**src/rtl/outport_credit_arb_if.sv**
```systemverilog
// Bundle of request, grant and credit-status signals between the input
// ports / downstream link (master side) and one output-port allocator
// (slave side).
interface outport_credit_arb_if #(
    parameter int P  = 7,
    parameter int B  = 4,
    parameter int PW = $clog2(P),
    parameter int CW = $clog2(B + 1)
);
    logic [P-1:0]  req;
    logic [P-1:0]  req_tail;
    logic          credit_in;
    logic [P-1:0]  grant;
    logic          flit_out_wr;
    logic          outport_available;
    logic [PW-1:0] owner;
    logic [CW-1:0] credit_cnt;
    logic          credit_err;

    modport master (
        output req, req_tail, credit_in,
        input  grant, flit_out_wr, outport_available, owner, credit_cnt, credit_err
    );

    modport slave (
        input  req, req_tail, credit_in,
        output grant, flit_out_wr, outport_available, owner, credit_cnt, credit_err
    );
endinterface

```
**src/rtl/outport_credit_arb.sv**
```systemverilog
// Output-port allocator: round-robin arbitration among P inputs, packet lock
// from head to tail, and downstream credit tracking.
// Optional macro OUTARB_LOCAL_PRIO_EN: input 0 gets strict priority in IDLE and
// round-robin then covers inputs 1..P-1 only.
module outport_credit_arb #(
    parameter int P  = 7,
    parameter int B  = 4,
    parameter int PW = $clog2(P),
    parameter int CW = $clog2(B + 1)
) (
    input  logic                 clk,
    input  logic                 rst,
    outport_credit_arb_if.slave  bus
);
`ifdef OUTARB_LOCAL_PRIO_EN
    localparam bit LOCAL_PRIO = 1'b1;
`else
    localparam bit LOCAL_PRIO = 1'b0;
`endif

    typedef enum logic {IDLE, LOCKED} state_t;

    state_t        state;
    logic [PW-1:0] rr_ptr;
    logic [PW-1:0] owner_q;
    logic [CW-1:0] cnt_q;
    logic [CW-1:0] cnt_nxt;
    logic          err_q;
    logic          avail_q;

    logic          has_credit;
    logic [PW-1:0] win;
    logic          win_vld;
    logic [P-1:0]  grant_c;
    logic          wr;
    logic          tail_win;
    logic          tail_own;
    logic          overflow;
    logic          next_idle;

    // Increment an input index with wrap from P-1 back to 0.
    function automatic logic [PW-1:0] wrap_inc(input logic [PW-1:0] i);
        if (int'(i) == P - 1) return '0;
        return i + PW'(1);
    endfunction

    assign has_credit = (cnt_q != '0);

    // Pick the IDLE-state winner: optional local-port priority, else the first
    // requester at or after rr_ptr (input 0 skipped when it has priority).
    always_comb begin
        int idx;
        idx     = 0;
        win     = '0;
        win_vld = 1'b0;
        if (LOCAL_PRIO && bus.req[0]) begin
            win_vld = 1'b1;
        end
        for (int k = 0; k < P; k++) begin
            idx = int'(rr_ptr) + k;
            if (idx >= P) idx = idx - P;
            if (!win_vld && !(LOCAL_PRIO && idx == 0) && bus.req[PW'(idx)]) begin
                win     = PW'(idx);
                win_vld = 1'b1;
            end
        end
    end

    // Same-cycle grant: winner in IDLE, owner only while LOCKED, never without credit.
    always_comb begin
        grant_c = '0;
        if (!rst && has_credit) begin
            if (state == IDLE) begin
                if (win_vld) grant_c[win] = 1'b1;
            end else begin
                grant_c[owner_q] = bus.req[owner_q];
            end
        end
    end

    assign wr       = |grant_c;
    assign tail_win = bus.req_tail[win];
    assign tail_own = bus.req_tail[owner_q];
    assign overflow = !wr && bus.credit_in && (cnt_q == CW'(B));

    // Next-cycle credit count and lock status feed the registered availability flag.
    always_comb begin
        cnt_nxt = cnt_q;
        if (wr && !bus.credit_in) begin
            cnt_nxt = cnt_q - CW'(1);
        end else if (!wr && bus.credit_in && !overflow) begin
            cnt_nxt = cnt_q + CW'(1);
        end
        next_idle = (state == IDLE) ? !(wr && !tail_win) : (wr && tail_own);
    end

    // Lock FSM: head flits lock the port to the winner, the tail releases it and
    // advances the round-robin pointer past the finished input.
    always_ff @(posedge clk) begin
        if (rst) begin
            state   <= IDLE;
            rr_ptr  <= '0;
            owner_q <= '0;
        end else begin
            case (state)
                IDLE: begin
                    if (wr) begin
                        if (tail_win) begin
                            if (!(LOCAL_PRIO && win == '0)) rr_ptr <= wrap_inc(win);
                        end else begin
                            state   <= LOCKED;
                            owner_q <= win;
                        end
                    end
                end
                LOCKED: begin
                    if (wr && tail_own) begin
                        state   <= IDLE;
                        owner_q <= '0;
                        if (!(LOCAL_PRIO && owner_q == '0)) rr_ptr <= wrap_inc(owner_q);
                    end
                end
                default: state <= IDLE;
            endcase
        end
    end

    // Credit counter with saturation at B, sticky overflow flag, and availability.
    always_ff @(posedge clk) begin
        if (rst) begin
            cnt_q   <= CW'(B);
            err_q   <= 1'b0;
            avail_q <= 1'b1;
        end else begin
            cnt_q   <= cnt_nxt;
            err_q   <= err_q | overflow;
            avail_q <= (cnt_nxt != '0) && next_idle;
        end
    end

    assign bus.grant             = grant_c;
    assign bus.flit_out_wr       = wr;
    assign bus.outport_available = avail_q;
    assign bus.owner             = owner_q;
    assign bus.credit_cnt        = cnt_q;
    assign bus.credit_err        = err_q;
endmodule

```
**src/flat_wrapper.sv**
```systemverilog
// flat-port wrapper written by rule: the top's interface ports become plain ports
module outport_credit_arb_flat 
#(
    parameter int P  = 7,
    parameter int B  = 4,
    parameter int PW = $clog2(P),
    parameter int CW = $clog2(B + 1)
)
  (clk, rst, bus_req, bus_req_tail, bus_credit_in, bus_grant, bus_flit_out_wr, bus_outport_available, bus_owner, bus_credit_cnt, bus_credit_err);
  outport_credit_arb_if #(.P(P), .B(B), .PW(PW), .CW(CW)) bus_i ();
  input  logic clk;
  input  logic rst;
  input wire logic [$bits(bus_i.req)-1:0] bus_req;
  input wire logic [$bits(bus_i.req_tail)-1:0] bus_req_tail;
  input wire logic [$bits(bus_i.credit_in)-1:0] bus_credit_in;
  output wire logic [$bits(bus_i.grant)-1:0] bus_grant;
  output wire logic [$bits(bus_i.flit_out_wr)-1:0] bus_flit_out_wr;
  output wire logic [$bits(bus_i.outport_available)-1:0] bus_outport_available;
  output wire logic [$bits(bus_i.owner)-1:0] bus_owner;
  output wire logic [$bits(bus_i.credit_cnt)-1:0] bus_credit_cnt;
  output wire logic [$bits(bus_i.credit_err)-1:0] bus_credit_err;
  assign bus_i.req = bus_req;
  assign bus_i.req_tail = bus_req_tail;
  assign bus_i.credit_in = bus_credit_in;
  assign bus_grant = bus_i.grant;
  assign bus_flit_out_wr = bus_i.flit_out_wr;
  assign bus_outport_available = bus_i.outport_available;
  assign bus_owner = bus_i.owner;
  assign bus_credit_cnt = bus_i.credit_cnt;
  assign bus_credit_err = bus_i.credit_err;
  outport_credit_arb #(.P(P), .B(B), .PW(PW), .CW(CW)) u_core (.clk(clk), .rst(rst), .bus(bus_i));
endmodule
```
**config.mk**
```make
export PLATFORM = sky130hd
export DESIGN_NAME = outport_credit_arb_flat
export DESIGN_NICKNAME = d
export VERILOG_FILES = /design/src/rtl/outport_credit_arb_if.sv /design/src/rtl/outport_credit_arb.sv /design/src/flat_wrapper.sv
export SDC_FILE = /design/constraint.sdc
export NUM_CORES = 1
export LEC_CHECK = 0
export ABC_CLOCK_PERIOD_IN_PS = 4700
export BUFFER_PORTS_ARGS = -buffer_cell sky130_fd_sc_hd__buf_2
export CAP_MARGIN = 20
export CORE_MARGIN = 3
export CORE_UTILIZATION = 30
export CTS_CLUSTER_SIZE = 14
export DETAILED_ROUTE_END_ITERATION = 12
export SYNTH_ARGS = -nofsm -noshare
export SYNTH_HDL_FRONTEND = slang
export SYNTH_SLANG_ARGS = --single-unit
```
**constraint.sdc**
```tcl
create_clock -name clk -period 4.7 [get_ports clk]
set_input_delay 0.94 -clock clk [delete_from_list [all_inputs] [get_ports clk]]
set_output_delay 0.94 -clock clk [all_outputs]
set_load 0.01 [all_outputs]
```
==> out/qor.txt <==
EDFF count, synth - 0
Post-synthesis register bit count - 12
CP endpoint kind - output pin
Buffers on Ports - 32
Core Area - 10,000 um2
Max Clk Rate - 201 MHz
Placer Congestion - 0.927
Syn-to-layout area delta - 45.6%
Sequential area share after synthesis - 7.58%
Die Ht - 109 um
Initial antenna violation count - 0
Yosys cell types - 82
Final Hold Violating Endpoints - 0
WP data required - 3760 ps
Slew headroom - 59.8%
Antenna Nets Post-Route - 0
Hold Path Origin - u_core.bus.credit_err$_SDFF_PP0_
Clock skew - 0.182 ps
Root Buffer - clkbuf_8
Global-route usage over all layers - 17.6%
Cell Pwr Density - 711 nW/um2
Hold Buf Count CTS - 0
Max clock buf depth - 2
Worst path slowest cell - or4_4
Worst-margin pin slew - 602 ps
I/O pin total - 33
Most frequent cells in the layout - 96 x buf_4, 35 x nand2_1, 31 x buf_2
Fin cells - 662
Initial Util - 31.6%
Hold WS - 486 ps
Die area - 11,800 um2
Tot Pwr - 3.28 mW
CP max stage delay - 580 ps
CP Cell Sequence - buf_4 -> ha_2 -> ha_4 -> buf_12 -> buf_4 -> nor2_1 -> a211oi_2 -> o32ai_2 -> a2bb2oi_2 -> or4_4 -> or4_4 -> nor2_4 -> a21oi_4 -> nand2_2 -> o221ai_2 -> nor4b_4 -> inv_2 -> buf_6
Max-cap viol count - 0
Final wirelength - 10.9 mm
Crit path time final - 4960 ps
Synthesis warning total - 0
Worst setup slack after placement - -277 ps
Placed insts - 640
Area of placed instances - 4050 um2
Crit path kind - flip-flop to output pin
Arr. time, crit path - 4020 ps
Max-slew violation count - 0
Failing checks - setup timing
Net count, final - 564
Max FO, Critical Path - 7
Inserted Clock Buffers - 3
Post-Synthesis Mean Instance Area - 7.53 um2
Gr ovfl total - 0
Setup tns final - -1280 ps
Final Util - 46.0%
First-pass GRT wire length - 17.1 mm
Period utilization - 106%
DR vias - 3,702
VDD IR max - 580 uV
Asr flop ratio synth - 0%
CTS clk-pin slew, worst paths - 50 ps
Final setup fails - 9
Worst reg2reg setup slack - -10 ps
CTS tree - yes
Die X-Extent - 109 um
Synthesized area - 3170 um2
Hold Crit Depth - 2
Post-Synthesis Cells - 421
R2r endpoint - u_core.bus.outport_available$_SDFF_PP1_
Post-synth top flop - dfxtp_1
Crit start category - flip-flop
Worst Hold Class - flip-flop to flip-flop
Reg2reg path depth - 24
Setup WS post-layout - -263 ps
Vias in the first global route - 3,565
FP Rows - 36
CTS H-tree depth - 1
Seq. cell area - 248 um2
# diodes - 0
Layout cell share with drive strength beyond 1 - 43.3%
Largest net degree at the start of global routing - 28
Drt first pass iters - 4
Syn_nets - 455
Worst hold path endpoint - u_core.bus.credit_err$_SDFF_PP0_
Via-per-instance ratio - 5.59
Clk Latency, worst-skew pair - 240 ps
RSZ-0062 raised after global routing - yes
Routed len/inst - 16.4 um
Multi-input gate area - 3040 um2
Cell area after layout - 4620 um2
Fillers - 967
Num Clock Sinks - 12
DP HPWL - 7.87 mm
Status - finished, violations left
Leakage - 1.87 nW
FF-to-FF Start - u_core.rr_ptr[1]$_SDFFE_PP0P_
Leading cell type in the layout, fill and taps excluded - buf_4
Remaining DRCs - 0
Iteration-0 DRC count of the detailed router - 170
power by group:
| part | internal [mW] | switching [mW] | leakage (nW) |
|---|---|---|---|
| combinational | 1.51 | 1.49 | 1.74 |
| clock | 0.0739 | 0.0369 | 0.0288 |
| sequential | 0.133 | 0.0439 | 0.100 |
| total | 1.72 | 1.57 | 1.87 |
worst max path at each step:
stage | to | start | cells after the start
global route | bus_flit_out_wr | u_core.rr_ptr[1]$_SDFFE_PP0P_ | 19
global placement | bus_flit_out_wr | u_core.rr_ptr[1]$_SDFFE_PP0P_ | 15
finish | bus_flit_out_wr | u_core.rr_ptr[1]$_SDFFE_PP0P_ | 18
detailed placement | bus_flit_out_wr | u_core.rr_ptr[1]$_SDFFE_PP0P_ | 15
CTS | bus_flit_out_wr | u_core.rr_ptr[1]$_SDFFE_PP0P_ | 17
floorplan | bus_flit_out_wr | bus_req[4] | 12
synth_stat cells (all sizes together) (9+ instances only):
library cell,n,area (um2)
dfxtp,12,240
o21ai,21,105
mux2i,22,220
inv,15,56.3
nor2b,9,56.3
nor2,26,108
nor3,9,50.1
ha,16,200
nand2b,17,106
clkbuf,18,67.6
a21oi,26,141
nand2,37,141
a211oi,12,90.1
xnor2,9,78.8
nand3,12,60.1
buf,18,134
cell type report:
class / count / share of cell area [%]
Multi-Input combinational cell: 359 / 65.8
Timing Repair Buffer: 139 / 22.7
Sequential cell: 12 / 5.37
Tap cell: 133 / 3.60
Inverter: 15 / 1.27
Clock buffer: 4 / 1.19
critical path, delay by kind of cell, from the launching register on:
family,cells,cell delay (ps)
simple gates,6,1820
flops,1,350
fa+ha+maj,2,440
buf+inv,5,600
compound gates,5,570
registers in the layout, indices dropped and copies added, names as in the netlist:
name	flops
u_core.bus.credit_cnt	3
u_core.bus.owner	3
u_core.rr_ptr	3
u_core.bus.credit_err	1
u_core.bus.outport_available	1
u_core.state	1
metal layers:
metal  track usage (%)  routed length [um]  share of wire, %
met2              30.8                5190                48
met5                 0                   0                 0
met4              4.69                 204               1.9
met3              1.54                 380               3.5
met1              23.1                5080                47
kinds of logic (layout without fill, tap and decap cells):
logic type | Yosys count | count (layout) | synth area share (%)
adder cells (fa/ha/maj) | 17 | 17 | 6.95
buffers and inverters | 51 | 158 | 8.13
AO/OA/AOI/OAI | 147 | 148 | 36.1
AND/OR/NAND/NOR | 152 | 152 | 26.8
multiplexers | 31 | 31 | 11.4
XOR/XNOR | 11 | 11 | 3.04
flip-flops | 12 | 12 | 7.58
repair_timing:
| item | CTS | global route |
|---|---|---|
| cloned | 0 | 1 |
| setup buffers | 11 | 10 |
| endpoints found under the hold margin | 0 | 0 |
| setup endpoints to repair | 13 | 19 |
| resized for setup | 33 | 45 |
| pin swaps | 20 | 22 |
Power figures use the tool's default switching activity.
